$ cat src/rtl/display_refresh_scheduler_pkg.sv
// Shared types and constants for the display refresh scheduler and its helpers.
package display_refresh_scheduler_pkg;

  localparam int DEF_SEG_WIDTH  = 8;
  localparam int DEF_NUM_DIGITS = 4;

  typedef enum logic [2:0] {
    S_IDLE    = 3'd0,
    S_LOAD    = 3'd1,
    S_START   = 3'd2,
    S_WAIT_HI = 3'd3,
    S_WAIT_LO = 3'd4,
    S_LATCH   = 3'd5
  } state_e;

  // Counter width able to hold 0..n-1, never narrower than one bit.
  function automatic int cnt_width(input int n);
    return (n > 1) ? $clog2(n) : 1;
  endfunction

endpackage

$ cat src/rtl/display_refresh_scheduler_strobe_divider.sv
// Free-running divider producing a one-cycle strobe every CLK_DIV enabled cycles.
module display_refresh_scheduler_strobe_divider
  import display_refresh_scheduler_pkg::*;
#(
  parameter int CLK_DIV = 4
) (
  input  logic i_clk,
  input  logic i_reset_n,
  input  logic i_clear,
  input  logic i_enable,
  output logic o_stb
);

  localparam int CNT_W = cnt_width(CLK_DIV);
  localparam logic [CNT_W-1:0] CNT_LAST = CNT_W'(CLK_DIV - 1);

  logic [CNT_W-1:0] cnt_q;
  logic [CNT_W-1:0] cnt_d;

  always_comb begin
    cnt_d = cnt_q;
    if (i_clear) begin
      cnt_d = '0;
    end else if (i_enable) begin
      cnt_d = (cnt_q == CNT_LAST) ? '0 : cnt_q + CNT_W'(1);
    end
  end

  always_ff @(posedge i_clk) begin
    if (!i_reset_n) begin
      cnt_q <= '0;
    end else begin
      cnt_q <= cnt_d;
    end
  end

  assign o_stb = i_enable && (cnt_q == CNT_LAST);

endmodule

$ cat src/rtl/display_refresh_scheduler.sv
// Scans a multi-digit segment display through a shared serial shift/latch chain,
// one digit per refresh tick, and paces the shifter with a divided clock strobe.
module display_refresh_scheduler
  import display_refresh_scheduler_pkg::*;
#(
  parameter int SEG_WIDTH    = DEF_SEG_WIDTH,
  parameter int NUM_DIGITS   = DEF_NUM_DIGITS,
  parameter int WIDTH        = SEG_WIDTH + NUM_DIGITS,
  parameter int CLK_DIV      = 4,
  parameter int LATCH_CYCLES = 2,
  localparam int IDX_W       = cnt_width(NUM_DIGITS)
) (
  input  logic                            i_clk,
  input  logic                            i_reset_n,
  input  logic                            i_enable,
  input  logic                            i_refresh_stb,
  input  logic [SEG_WIDTH*NUM_DIGITS-1:0] i_digits,
  output logic [WIDTH-1:0]                o_sr_data,
  output logic                            o_sr_start_stb,
  output logic                            o_sr_clk_stb,
  input  logic                            i_sr_busy,
  output logic                            o_serial_latch,
  output logic [IDX_W-1:0]                o_digit_idx,
  output logic                            o_frame_done
);

  localparam int LAT_W = cnt_width(LATCH_CYCLES);
  localparam logic [LAT_W-1:0] LAT_LAST = LAT_W'(LATCH_CYCLES - 1);
  localparam logic [IDX_W-1:0] IDX_LAST = IDX_W'(NUM_DIGITS - 1);

  state_e             state_q,   state_d;
  logic [IDX_W-1:0]   idx_q,     idx_d;
  logic               pending_q, pending_d;
  logic               wait_q,    wait_d;
  logic [LAT_W-1:0]   lat_cnt_q, lat_cnt_d;
  logic [WIDTH-1:0]   sr_data_q, sr_data_d;

  logic [SEG_WIDTH-1:0]  digit_arr [NUM_DIGITS];
  logic [NUM_DIGITS-1:0] digit_sel;
  logic                  div_clear;
  logic                  div_enable;

  genvar gi;
  generate
    for (gi = 0; gi < NUM_DIGITS; gi++) begin : g_digit
      assign digit_arr[gi] = i_digits[gi*SEG_WIDTH +: SEG_WIDTH];
    end
  endgenerate

  always_comb begin
    digit_sel = '0;
    digit_sel[idx_q] = 1'b1;
  end

  always_comb begin
    state_d   = state_q;
    idx_d     = idx_q;
    pending_d = pending_q;
    wait_d    = wait_q;
    lat_cnt_d = lat_cnt_q;
    sr_data_d = sr_data_q;

    // Ticks arriving mid-transfer are remembered once; extras fall away.
    if (i_refresh_stb && (state_q != S_IDLE)) begin
      pending_d = 1'b1;
    end

    case (state_q)
      S_IDLE: begin
        pending_d = 1'b0;
        if (i_enable && (i_refresh_stb || pending_q)) begin
          state_d = S_LOAD;
        end
      end
      S_LOAD: begin
        sr_data_d = {digit_sel, digit_arr[idx_q]};
        state_d   = S_START;
      end
      S_START: begin
        wait_d    = 1'b0;
        lat_cnt_d = '0;
        state_d   = S_WAIT_HI;
      end
      S_WAIT_HI: begin
        // A shifter that never raises busy is taken as a zero-length transfer.
        if (i_sr_busy) begin
          state_d = S_WAIT_LO;
        end else if (wait_q) begin
          state_d = S_LATCH;
        end else begin
          wait_d = 1'b1;
        end
      end
      S_WAIT_LO: begin
        if (!i_sr_busy) begin
          state_d = S_LATCH;
        end
      end
      S_LATCH: begin
        if (lat_cnt_q == LAT_LAST) begin
          idx_d   = (idx_q == IDX_LAST) ? '0 : idx_q + IDX_W'(1);
          state_d = S_IDLE;
        end else begin
          lat_cnt_d = lat_cnt_q + LAT_W'(1);
        end
      end
      default: begin
        state_d = S_IDLE;
      end
    endcase

    if (!i_enable) begin
      pending_d = 1'b0;
    end
  end

  always_ff @(posedge i_clk) begin
    if (!i_reset_n) begin
      state_q   <= S_IDLE;
      idx_q     <= '0;
      pending_q <= 1'b0;
      wait_q    <= 1'b0;
      lat_cnt_q <= '0;
      sr_data_q <= '0;
    end else begin
      state_q   <= state_d;
      idx_q     <= idx_d;
      pending_q <= pending_d;
      wait_q    <= wait_d;
      lat_cnt_q <= lat_cnt_d;
      sr_data_q <= sr_data_d;
    end
  end

  assign div_clear  = (state_q == S_START);
  assign div_enable = (state_q == S_WAIT_HI) || (state_q == S_WAIT_LO);

  display_refresh_scheduler_strobe_divider #(
    .CLK_DIV (CLK_DIV)
  ) u_strobe_divider (
    .i_clk     (i_clk),
    .i_reset_n (i_reset_n),
    .i_clear   (div_clear),
    .i_enable  (div_enable),
    .o_stb     (o_sr_clk_stb)
  );

  assign o_sr_data      = sr_data_q;
  assign o_sr_start_stb = (state_q == S_START);
  assign o_serial_latch = (state_q == S_LATCH);
  assign o_digit_idx    = idx_q;
  assign o_frame_done   = (state_q == S_LATCH) && (lat_cnt_q == LAT_LAST) && (idx_q == IDX_LAST);

endmodule

$ cat config.mk
export PLATFORM = sky130hd
export DESIGN_NAME = display_refresh_scheduler
export DESIGN_NICKNAME = d
export VERILOG_FILES = /design/src/rtl/display_refresh_scheduler_pkg.sv /design/src/rtl/display_refresh_scheduler_strobe_divider.sv /design/src/rtl/display_refresh_scheduler.sv
export SDC_FILE = /design/constraint.sdc
export NUM_CORES = 1
export LEC_CHECK = 0
export ABC_AREA = 0
export BUFFER_PORTS_ARGS = -buffer_cell sky130_fd_sc_hd__buf_2
export CAP_MARGIN = 25
export CORE_UTILIZATION = 40
export DETAILED_ROUTE_END_ITERATION = 12
export PLACE_DENSITY_LB_ADDON = 0.15
export SYNTH_ARGS = -nofsm -noshare
export SYNTH_HDL_FRONTEND = slang
export SYNTH_HIERARCHICAL = 1
export SYNTH_SLANG_ARGS = --single-unit
$ cat constraint.sdc
create_clock -name i_clk -period 4.32 [get_ports i_clk]
set_clock_uncertainty 0.05 [all_clocks]
set_input_delay 0.864 -clock i_clk [delete_from_list [all_inputs] [get_ports i_clk]]
set_output_delay 0.864 -clock i_clk [all_outputs]
set_load 0.1 [all_outputs]
# --- Word-level counts from Yosys, hierarchy flattened ---
# Index checks and enable logic that the tools add are counted.
classes:
  reduce_logical: 17
  n_eq_ne: 12
  n_lt_le_gt_ge: 3
  n_addsub: 3
  bitwise_logic: 3
  muxes: 17
ops:
  columns: ["cell", "count"]
  rows:
  - ["$pmux W3 S6", 1]
  - ["$bmux W8 S2", 1]
  - ["$mux W8", 2]
  - ["$mux W3", 5]
  - ["$eq A3 B2 Y1 const B", 2]
  - ["$eq A3 B3 Y1 const B", 2]
  - ["$logic_and A1 B1 Y1", 6]
  - ["$ne A2 B2 Y1 const B", 3]
  - ["$add A2 B1 Y2 const B", 2]
  - ["$eq A2 B2 Y1 const B", 2]
  - ["$mux W2", 2]
  - ["$pmux W1 S2", 2]
  - ["$reduce_and A2 Y1", 2]
  - ["$reduce_and A4 Y1", 1]
  - ["$reduce_bool A2 Y1", 2]
  - ["$eq A3 B1 Y1 const B", 1]
  - ["$ge A3 B3 Y1 const B", 1]
  - ["$logic_not A3 Y1", 1]
  - ["$lt A2 B3 Y1 const B", 1]
  - ["$mux W1", 3]
  - ["$ne A3 B3 Y1 const B", 1]
  - ["$not A2 Y3", 1]
  - ["$reduce_bool A3 Y1", 1]
  - ["$reduce_or A3 Y1", 1]
  - ["7 further kinds", 9]
word_totals:
  reg_bits: 22
  elab_cells: 62
  output_inout_bits: 18

# --- Logic depth before layout (Yosys ltp) ---
logic_depth:
  word_depth: 4
  ltp_mapped: 5
  mapped_depth_nobuf: 4

# --- By module ---
# The synthesis kept the hierarchy.
by_module_without_submodules:
  columns: ["mod", "seq_area_each_um2", "area_per_inst_um2", "cells_per_inst", "instances"]
  rows:
  - ["display_refresh_scheduler", 400.4, 1124.8, 102, 1]
  - ["display_refresh_scheduler_strobe_divider", 40.0, 102.6, 10, 1]

# --- Worst setup path after synthesis ---
# No wires, ideal clock.
synth_path:
  path_kind: "reg-to-output"
  start: "reg idx_q[0], in the netlist o_digit_idx[0]"
  end: "out o_frame_done"
  stages_incl_launch_ff: 4
  slack_ns: 0.764
  t_arrival_ns: 2.642
  required_time_ns: 3.406
  path_cell_list: "dfxtp_1 -> ha_1 -> inv_1 -> nor2_1"
synth_via:
  elab_chain_cells: 2
synth_rtl:
  columns: ["element", "line_no", "text"]
  rows:
  - ["from (decl)", "display_refresh_scheduler.sv:32", "logic [IDX_W-1:0] idx_q, idx_d;"]
  - ["from (signal assigned)", "display_refresh_scheduler.sv:127", "idx_q <= idx_d;"]
  - ["$eq A2 B2 Y1", "display_refresh_scheduler.sv:152", "assign o_frame_done = (state_q == S_LATCH) && (lat_cnt_q == LAT_LAST) && (idx_q == IDX_LAST);"]
  - ["$logic_and A1 B1 Y1", "display_refresh_scheduler.sv:152", null]
  - ["to (decl)", "display_refresh_scheduler.sv:24", "output logic o_frame_done"]
# Every way passes these cells.

# --- Final worst setup path ---
layout_path:
  start: "reg state_q[2]"
  end: "out o_sr_clk_stb"
layout_via:
  elab_chain_cells: 3
  word_cells_on_any_way: 4
layout_rtl:
  columns: ["element", "line_no", "text"]
  rows:
  - ["from (decl)", "display_refresh_scheduler.sv:31", "state_e state_q, state_d;"]
  - ["from (signal assigned)", "display_refresh_scheduler.sv:126", "state_q <= state_d;"]
  - ["$eq A3 B2 Y1 or $eq A3 B3 Y1 (tied branches)", "display_refresh_scheduler.sv:136", "assign div_enable = (state_q == S_WAIT_HI) || (state_q == S_WAIT_LO);"]
  - ["$logic_or A1 B1 Y1 *", "display_refresh_scheduler.sv:136", null]
  - ["via div_enable", "display_refresh_scheduler.sv:41", "logic div_enable;"]
  - ["$logic_and A1 B1 Y1 *", "display_refresh_scheduler_strobe_divider.sv:37", "assign o_stb = i_enable && (cnt_q == CNT_LAST);"]
  - ["to (decl)", "display_refresh_scheduler.sv:20", "output logic o_sr_clk_stb,"]
# Mark *: on every way through the listed nets, which the timed path passes. The rest lies on a longest branch.

==> results.txt <==
----------------------------------------------------
[Outcome]
  Run status ... finished with violations
  Violations in the final reports ... DRC

[Critical path]
  CP max stage delay ... 0.58 ns
  Type of the worst setup path ... reg2out
  Required time at the endpoint of the critical path ... 3.41 ns
  Standard cell with the maximum stage delay on the critical path ... dfxtp_1
  Worst endpoint data arrival time ... 2.01 ns
  Reg-to-reg startpoint ... state_q[0]
  Worst setup path startpoint ... state_q[2]
  Critical Path Fanout Max ... 11
  CP startpoint kind ... register
  Crit end category ... output pin
  Cell chain of the critical path ... or2b_1 -> mux2i_1 -> and2_1 -> buf_2

[STA]
  Worst-Margin Slew ... 0.6711 ns
  Highest achievable clock rate ... 0.3415 GHz
  Worst hold slack after final layout ... 0.4158 ns
  Worst slew slack as a fraction of its limit ... 0.5520
  Period utilisation layout ... 0.6779
  Clock period minus worst slack ... between 2 and 3 ns
  Final Hold Vio Count ... 0
  Setup TNS ... 0 ns
  Final setup vio count ... 0
  Setup repair after global routing missed its margin ... false
  Final count of pins violating max slew ... 0

[Place]
  Count of buffers inserted at the top-level ports ... 54
  Weighted congestion reported at the end of routability-driven placement ... between 0.7 and 0.8
  HPWL reported at the end of detailed placement ... 1899 um
  Placed Instance Area ... roughly 1500 um^2

[Routing]
  Number of optimization iterations in the first detailed-route pass ... 8
  Final ANT Viol Nets ... 0
  Total DRC errors in the routed layout ... 2
  Total via count after detailed routing ... 1001
  Routed Wire Length ... 2449 um
  1st-iter DRT viols ... 19
  Vias per Instance ... 5.241
  Routed WL per cell ... 12.82 um

[Synth]
  Syn Nets ... 154
  Largest cells by area after synthesis ... dfxtp_1 36%, mux4_2 15%, mux2i_1 5.7%
  Total of warnings raised by yosys ... 6
  Synthesized-area fraction occupied by ao, oa, aoi and oai cells ... 0.1315
  Post-synthesis share of cell area spent on xor and xnor gates ... 0
  Unique masters post-synth ... 31
  Post-synthesis register bit count ... 22
  Mux cell area share after synthesis ... 0.2039
  Area share of the largest cell type after synthesis ... 0.3588
  Synth Area in Adders ... 0.05097
  Fraction of the yosys area taken by sequential cells ... 0.3588
  Combinational family with the most area after synthesis ... multiplexers
  Synthesized netlist cell count ... 112
  Cell type with the highest aggregate area in the netlist ... dfxtp_1
  EDFF count, synth ... 0
  Most instantiated flip-flop cell in the synthesis netlist ... dfxtp_1
  Share of flip-flops with an asynchronous set or reset after synthesis ... 0
  Simple-Gate Fraction of Synth Area ... 0.1865
  Avg Synthesized Cell Area ... between 10 and 15 um^2
  Area of the mapped netlist ... between 1000 and 1500 um^2

[Clock tree]
  Hold-fix buffers at CTS ... 0
  Num CTS Buffers ... 3
  CTS tree ... done
  Clk root buf ... clkbuf_4
  Clock input transition at the sequential cells of the worst setup and hold paths ... around 0.12 ns
  Post-CTS resize count ... 0
  Maximum number of buffers from clock root to sink ... 2
  H-tree Lvls ... 1
  Number of clock sinks seen by CTS ... 22
  Post-CTS setup-driven buffer insertion count ... 0
  Clock insertion delay at the later pin of the skew report ... approximately 0.29 ns

[Power]
  Total design power ... 0.0004786 W
  Reported leakage power ... 0.6920 nW
  Areal power density over the cells ... 321.2 nW/um^2
  Switching portion of total power ... 0.3805
  Proportion of power drawn by the clock network ... 0.189
  Internal power contribution ... 0.0002965 W
  Part of the power in combinational logic ... 0.326
  Part of the total power dissipated in sequential elements ... 0.486
  Switching Power ... around 0.00018 W
  Maximum VDD drop ... around 0.00012 V

[Floorplanning]
  Die Wd ... between 50 and 60 um
  Top Ports ... 55
  Effective utilization at floorplan ... 0.4339
  Overall die height ... 57.40 um
  Placeable core region ... 2829 um^2
  Total Die Area ... about 3300 um^2
  Std cell rows ... 19

[Global route]
  Congestion Overflow GR ... 0
  Number of antenna violations at the first check in global routing ... 0
  Global-route wire length before repair ... 4077 um
  Via count of the first global-routing pass ... 931
  Global-route total usage across every layer ... 0.1589
  Pin count of the biggest net entering global routing ... 23

[Min path]
  Launch point of the worst hold path ... o_sr_data[3]
  Min-Delay Path Class ... reg2reg

[Finish]
  Total Nets Final ... around 200
  Area occupied by registers ... 440.4 um^2
  Area delta synth->final ... 21.41%
  Fraction of final layout cells sized beyond drive strength 1 ... 0.4250
  Multi-input gate area in the final layout ... 703.2 um^2
  Non-Filler Cell Area, Final ... 1490 um^2
  Share of the core filled with cells in the final layout ... 0.5268
  Antenna cell count ... 0
  Filler cell count ... 259

[Run]
  Max-cap check violation count ... 0

----------------------------------------------------
[logic make-up (layout without fill, tap and decap cells)]
family | Yosys count | after routing
AND/OR/NAND/NOR | 36 | 36
flip-flops | 22 | 22
AO/OA/AOI/OAI | 21 | 21
multiplexers | 15 | 15
buffers and inverters | 13 | 61
adder cells (fa/ha/maj) | 5 | 5
[cell usage after synthesis (all sizes together) (3+ instances only)]
master / instances
nand2: 9
mux4: 8
nor2: 7
nor2b: 6
a21oi: 4
buf: 6
inv: 4
nand2b: 3
ha: 5
mux2i: 7
dfxtp: 22
clkbuf: 3
o2bb2ai: 8
[worst max-delay path, delay by kind of cell, from the launching register on]
| family | cells | cell delay [ns] |
|---|---|---|
| buffers and inverters | 1 | 0.42 |
| DFF | 1 | 0.58 |
| muxes | 1 | 0.25 |
| and+or+nand+nor | 2 | 0.47 |
[metrics by stage]
step | cells | worst slack, ns
final | 191 | 1.392
after floorplan | 112 | 0.7644
after CTS | 191 | 1.368
after global placement | 188 | 1.764
after detailed placement | 188 | 1.714
after global routing | 191 | 1.258
[registers in the layout, summed over array words and instances, names as in the netlist]
signal and cells:
lat_cnt_q 1, o_digit_idx 2, o_sr_data 12, pending_q 1, state_q 3, u_strobe_divider/cnt_q 2
wait_q 1
[power groups by stage]
stage / logic [W] / clock network, W / registers, W
6_report: 0.000156 / 0.0000903 / 0.000233
2_1_floorplan: 0.0000752 / 0 / 0.000292
4_1_cts: 0.000157 / 0.0000941 / 0.000233
3_5_place_dp: 0.000157 / 0 / 0.000237
3_3_place_gp: 0.000156 / 0 / 0.000236
5_1_grt: 0.000164 / 0.000103 / 0.000235
[final timing paths]
path / to / slack [ns] / depth (start not counted)
worst max-delay path: o_sr_clk_stb / 1.39 / 4
worst min-delay path: o_sr_data[3] / 0.42 / 2
worst max register to register: o_sr_data[7] / 2.41 / 3
worst min register to register: o_sr_data[3] / 0.42 / 2
[final cells by class]
cell class	instances	share of cell area
multi-input cells	77	0.4719
flip-flops and latches	22	0.2955
repair buffers	54	0.1814
well taps	31	0.02603
clock buffers	3	0.01511
inverters	4	0.01008
[routing by layer]
layer	share of wire	wire length, um	vias up	track usage
met1	0.44	1079	465	0.1866
met3	0.053	130	2	0.04535
li1	-	-	501	-
met5	0	0	-	0
met2	0.50	1221	33	0.2791
met4	0.0073	18	0	0.04878
[cell usage in the layout, fill, tap and decap left out, types with 3 or more instances in the layout]
cell / Yosys / final
inv_1: 4 / 4
mux4_2: 8 / 8
nand2b_1: 3 / 3
ha_1: 5 / 5
a21oi_1: 3 / 3
clkbuf_4: 0 / 3
nor2_1: 7 / 7
nor2b_1: 6 / 6
buf_2: 1 / 54
dfxtp_1: 22 / 22
nand2_1: 9 / 9
mux2i_1: 7 / 7
o2bb2ai_1: 8 / 8
Power figures use the tool's default switching activity.
